==> src/rtl/rs_syndrome_calc.sv <==
// Reed-Solomon syndrome calculator: accepts one received symbol per cycle,
// highest-degree coefficient first, and Horner-evaluates r(x) at the 2t
// consecutive roots alpha^(FCR+i). After the last symbol of a codeword, the
// syndrome vector and an any-nonzero flag are held under a valid/ready handshake.
module rs_syndrome_calc #(
    parameter int           M         = 8,
    parameter int           K         = 223,
    parameter int           T         = 16,
    parameter logic [M:0]   PRIM_POLY = 9'h11D,
    parameter int           FCR       = 0
) (
    input  logic                 clk,
    input  logic                 rst,
    input  logic [M-1:0]         data_in,
    input  logic                 in_valid,
    output logic                 in_ready,
    output logic [2*T*M-1:0]     syndromes,
    output logic                 error_detected,
    output logic                 syn_valid,
    input  logic                 syn_ready,
    output logic [7:0]           symbol_count
);

    localparam int        N    = (1 << M) - 1;
    localparam int        NSYN = 2 * T;
    localparam logic [7:0] LAST = 8'(N - 1);

    if (N - K != 2 * T) begin : g_param_check
        $error("rs_syndrome_calc: n - k must equal 2*t");
    end

    // Multiply by alpha (x) modulo the field polynomial.
    function automatic logic [M-1:0] gf_xtime(input logic [M-1:0] a);
        return {a[M-2:0], 1'b0} ^ (a[M-1] ? PRIM_POLY[M-1:0] : '0);
    endfunction

    // General GF(2^m) product; with a constant operand it folds to an XOR network.
    function automatic logic [M-1:0] gf_mul(input logic [M-1:0] a, input logic [M-1:0] b);
        logic [M-1:0] acc;
        logic [M-1:0] x;
        acc = '0;
        x   = a;
        for (int j = 0; j < M; j++) begin
            if (b[j]) acc = acc ^ x;
            x = gf_xtime(x);
        end
        return acc;
    endfunction

    // alpha^e, evaluated at elaboration for the per-syndrome root constants.
    function automatic logic [M-1:0] gf_alpha_pow(input int e);
        logic [M-1:0] x;
        x = M'(1);
        for (int j = 0; j < (e % N); j++) x = gf_xtime(x);
        return x;
    endfunction

    typedef enum logic {ACCUM, HOLD} state_e;

    state_e        state_q, state_d;
    logic [7:0]    cnt_q, cnt_d;
    logic [M-1:0]  syn_q [NSYN];
    logic [M-1:0]  syn_d [NSYN];
    logic          err_q;
    logic          err_any;
    logic          accept;
    logic          last_accept;

    // Per-syndrome Horner step; the first symbol loads directly so no clear cycle is needed.
    for (genvar g = 0; g < NSYN; g++) begin : g_syn
        localparam logic [M-1:0] ROOT = gf_alpha_pow(FCR + g);
        assign syn_d[g] = (cnt_q == 8'd0) ? data_in : (gf_mul(syn_q[g], ROOT) ^ data_in);
        assign syndromes[g*M +: M] = syn_q[g];
    end

    // Error flag from the post-update syndromes so it is ready together with syn_valid.
    always_comb begin
        err_any = 1'b0;
        for (int i = 0; i < NSYN; i++) err_any = err_any | (|syn_d[i]);
    end

    // Next-state and handshake outputs for the ACCUM/HOLD controller.
    always_comb begin
        // NOTE: every output of this block gets a default first, so no path leaves a latch.
        state_d     = state_q;
        cnt_d       = cnt_q;
        in_ready    = 1'b0;
        syn_valid   = 1'b0;
        accept      = 1'b0;
        last_accept = 1'b0;
        case (state_q)
            ACCUM: begin
                in_ready = 1'b1;
                if (in_valid) begin
                    accept = 1'b1;
                    if (cnt_q == LAST) begin
                        cnt_d       = 8'd0;
                        last_accept = 1'b1;
                        state_d     = HOLD;
                    end else begin
                        cnt_d = cnt_q + 8'd1;
                    end
                end
            end
            HOLD: begin
                syn_valid = 1'b1;
                if (syn_ready) state_d = ACCUM;
            end
            default: state_d = ACCUM;
        endcase
    end

    // State, count, syndrome and flag registers.
    always_ff @(posedge clk or negedge rst) begin
        // NOTE: sequential state uses non-blocking assignments so all registers update together.
        if (!rst) begin
            state_q <= ACCUM;
            cnt_q   <= 8'd0;
            err_q   <= 1'b0;
            // NOTE: the syndrome array is reset because the outputs must read zero during reset.
            syn_q   <= '{default: '0};
        end else begin
            state_q <= state_d;
            cnt_q   <= cnt_d;
            if (accept)      syn_q <= syn_d;
            if (last_accept) err_q <= err_any;
        end
    end

    assign error_detected = err_q;
    assign symbol_count   = cnt_q;

endmodule

==> config.mk <==
export PLATFORM = sky130hd
export DESIGN_NAME = rs_syndrome_calc
export DESIGN_NICKNAME = d
export VERILOG_FILES = /design/src/rtl/rs_syndrome_calc.sv
export SDC_FILE = /design/constraint.sdc
export NUM_CORES = 1
export LEC_CHECK = 0
export ABC_AREA = 1
export CAP_MARGIN = 10
export CORE_AREA = 2 2 243 245
export DETAILED_ROUTE_END_ITERATION = 8
export DIE_AREA = 0 0 245 247
export HOLD_SLACK_MARGIN = 0.03
export PLACE_DENSITY_LB_ADDON = 0.12
export SLEW_MARGIN = 15
export SYNTH_ARGS = -nofsm -noshare
export SYNTH_HDL_FRONTEND = slang
export SYNTH_SLANG_ARGS = --single-unit
==> constraint.sdc <==
create_clock -name clk -period 4.77 [get_ports clk]
set_input_delay 0.477 -clock clk [delete_from_list [all_inputs] [get_ports clk]]
set_output_delay 0.477 -clock clk [all_outputs]
set_load 0.005 [all_outputs]
==> reports/metrics.csv <==
metric,value,unit
setup_tns,0,ns
"Slew Viols, Final",0,
vias post-DR,30480,
Root Buffer,clkbuf_16,
Via-to-Cell Ratio,5.387,
total CTS buffers,37,
outcome,"finished, final reports clean",
GRT Total Usage,0.3272,
number of remaining DRC errors,0,
#FFs+latches synth,266,
"Seq/Total Area, Yosys",0.2578,
Hold Fails Final Rpt,0,
Worst setup EP type,flop,
RSZ-0062 raised after global routing,no,
r2r setup slk,1.19,ns
worst skew pair latency,0.57,ns
WL/cell,17.77,um
cts hold-fix bufs,1,
Crit path max-delay family,simple AND/OR/NAND/NOR gates,
clock-pin slew on the worst setup and hold paths,0.06,ns
crit path max fanout,91,
Fill cells,6129,
Slew @ Worst Pin,0.9665,ns
Fmax achieved,279.2,MHz
Ys Warns,0,
Util after Layout,0.5215,
Synth area leaders,"nand2_1, dfrtp_1, nand3_1, inv_1, o21ai_0",
"EDFF count, synth",0,
reg-to-reg endpoint,error_detected,
ys flop type,dfrtp_1,
Final ANT Viol Nets,0,
Unique masters post-synth,32,
CP Depth,22,
Row Count,89,
most common cell in the netlist,nand2_1,
GPL Wtd Cong,0.9421,
Worst Path Buf+Inv,3,
Iteration-0 DRC Markers,2808,
first-pass GRT wire length,154800,um
"Avg Cell Area, Syn",5.508,sq um
Post-layout nets,4870,
min Tclk post-route,3.581,ns
async set-reset flop share out of synthesis,1.000,
hold path depth,2,
worst r2r path cells,22,
Mapped Nets,4702,
Hold Path End,state_q,
CTS resizes,0,
Synth top area share,0.3562,
initial antenna violation count,2,
mapped cell area,25820,sq um
slew margin rel.,0.3556,
drt total wl,100600,um
worst path required time,5.23,ns
Crit Path Class,flop to flop,
RR Startpoint,symbol_count[1],
Post-synth top cells,"nand2_1, nand3_1, inv_1, dfrtp_1, o21ai_0",
core region area,58240,sq um
CP max stage delay,0.42,ns
Tcrit/Tclk final,0.7507,
clock skew,0.01305,ns
cell area after layout,30370,sq um
H-tree levels,2,
area growth from synthesis to layout,17.66,%
Final setup viols,0,
max-capacitance violation count,0,
# IOs,279,
CTS Buffer Depth,3,
CTS tree,done,
Die ar.,60520,sq um
vias in the first global route,27590,
slowest CP cell,dfrtp_1,
postcts setup bufs,0,
CP Data Arrival Time,4.04,ns
Hold Crit Class,primary input to flop,
Mapped Cells,4687,
hold path start,syn_ready,
Worst Setup Start Kind,flop,
die height,247,um
biggest area consumer among synthesized cells,nand2_1,
largest net degree at the start of global routing,154,
layout cells sized above 1,0.03133,
Starting Density,0.4433,
drt first pass iters,8,
port bufs,278,
placed inst area,29070,sq um
DP HPWL,72450,um
Overflow after GRT,0,
clk sinks,266,
die width,245,um
worst-path cell chain,"inv_1, ha_1, nand2_1, nor2_2, nand2_8, buf_12, buf_4, nand3_1, nand2_1, nand2_1, nor2_1, nand2_1, nor2_1, nand2_1, nor2_1, nand2_1, nor2_1, nand2_1, nor2_1, nand3_1, nor2_1, nor2_1",
registers in the layout, indices dropped and copies added, names as in the netlist:
register        flops
error_detected      1
state_q             1
symbol_count        8
syndromes         256
per-stage QoR:
step / setup WS [ns] / std cells / hold WS, ns
2_1_floorplan: 2.457 / 4687 / 0.1814
5_1_grt: 0.8232 / 5658 / 0.4883
3_5_place_dp: 1.215 / 5588 / 0.5205
3_3_place_gp: 1.265 / 5588 / 0.5170
6_report: 1.189 / 5658 / 0.4768
4_1_cts: 1.216 / 5656 / 0.4609
cells by family after synthesis:
group                    Yosys count  share of synthesized area
XOR/XNOR                         149                    0.05055
adder cells (fa/ha/maj)            3                   0.001454
flip-flops                       266                     0.2578
AO/OA/AOI/OAI                    286                    0.05753
buffers and inverters            599                    0.09533
AND/OR/NAND/NOR                 3384                     0.5373
cell usage in the layout, fill, tap and decap left out, types with 8 or more instances in the layout:
cell and instances:
nand2_1 2449, nand3_1 488, inv_1 381, clkdlybuf4s50_1 269, dfrtp_1 266, o21ai_0 232
nor2_1 231, nand4_1 183, xor2_1 85, xnor2_1 64, buf_4 46, a31oi_1 39
clkbuf_16 39, inv_2 13, a21oi_1 13, clkbuf_8 12, nand3b_1 10, or2_2 8
buf_2 8
per-layer routing:
metal | part of all wire | global-route usage
met1 | 0.42 | 0.4327
met2 | 0.45 | 0.5293
met3 | 0.083 | 0.05568
met4 | 0.042 | 0.1338
met5 | 0.00013 | 0
layout make-up:
cell class | count | area, sq um | area share
Antenna cell | 2 | 5.005 | 0.0001648
Tap cell | 773 | 967.2 | 0.03184
Clock buffer | 56 | 1160 | 0.03819
Multi-Input combinational cell | 3822 | 16710 | 0.5503
Timing Repair Buffer | 332 | 3243 | 0.1068
Clock inverter | 11 | 133.9 | 0.004408
Inverter | 396 | 1494 | 0.04918
Sequential cell | 266 | 6656 | 0.2191
worst max-delay path by stage:
stage / start / end / slack, ns
global route: symbol_count[1] / error_detected / 0.82
floorplan: symbol_count[0] / error_detected / 2.46
detailed placement: symbol_count[1] / error_detected / 1.21
CTS: symbol_count[1] / error_detected / 1.22
finish: symbol_count[1] / error_detected / 1.19
global placement: symbol_count[0] / error_detected / 1.26
Power is left out: the tool's default activity adds up to more than one toggle a clock period on the data nets, which glitch-free logic cannot reach.
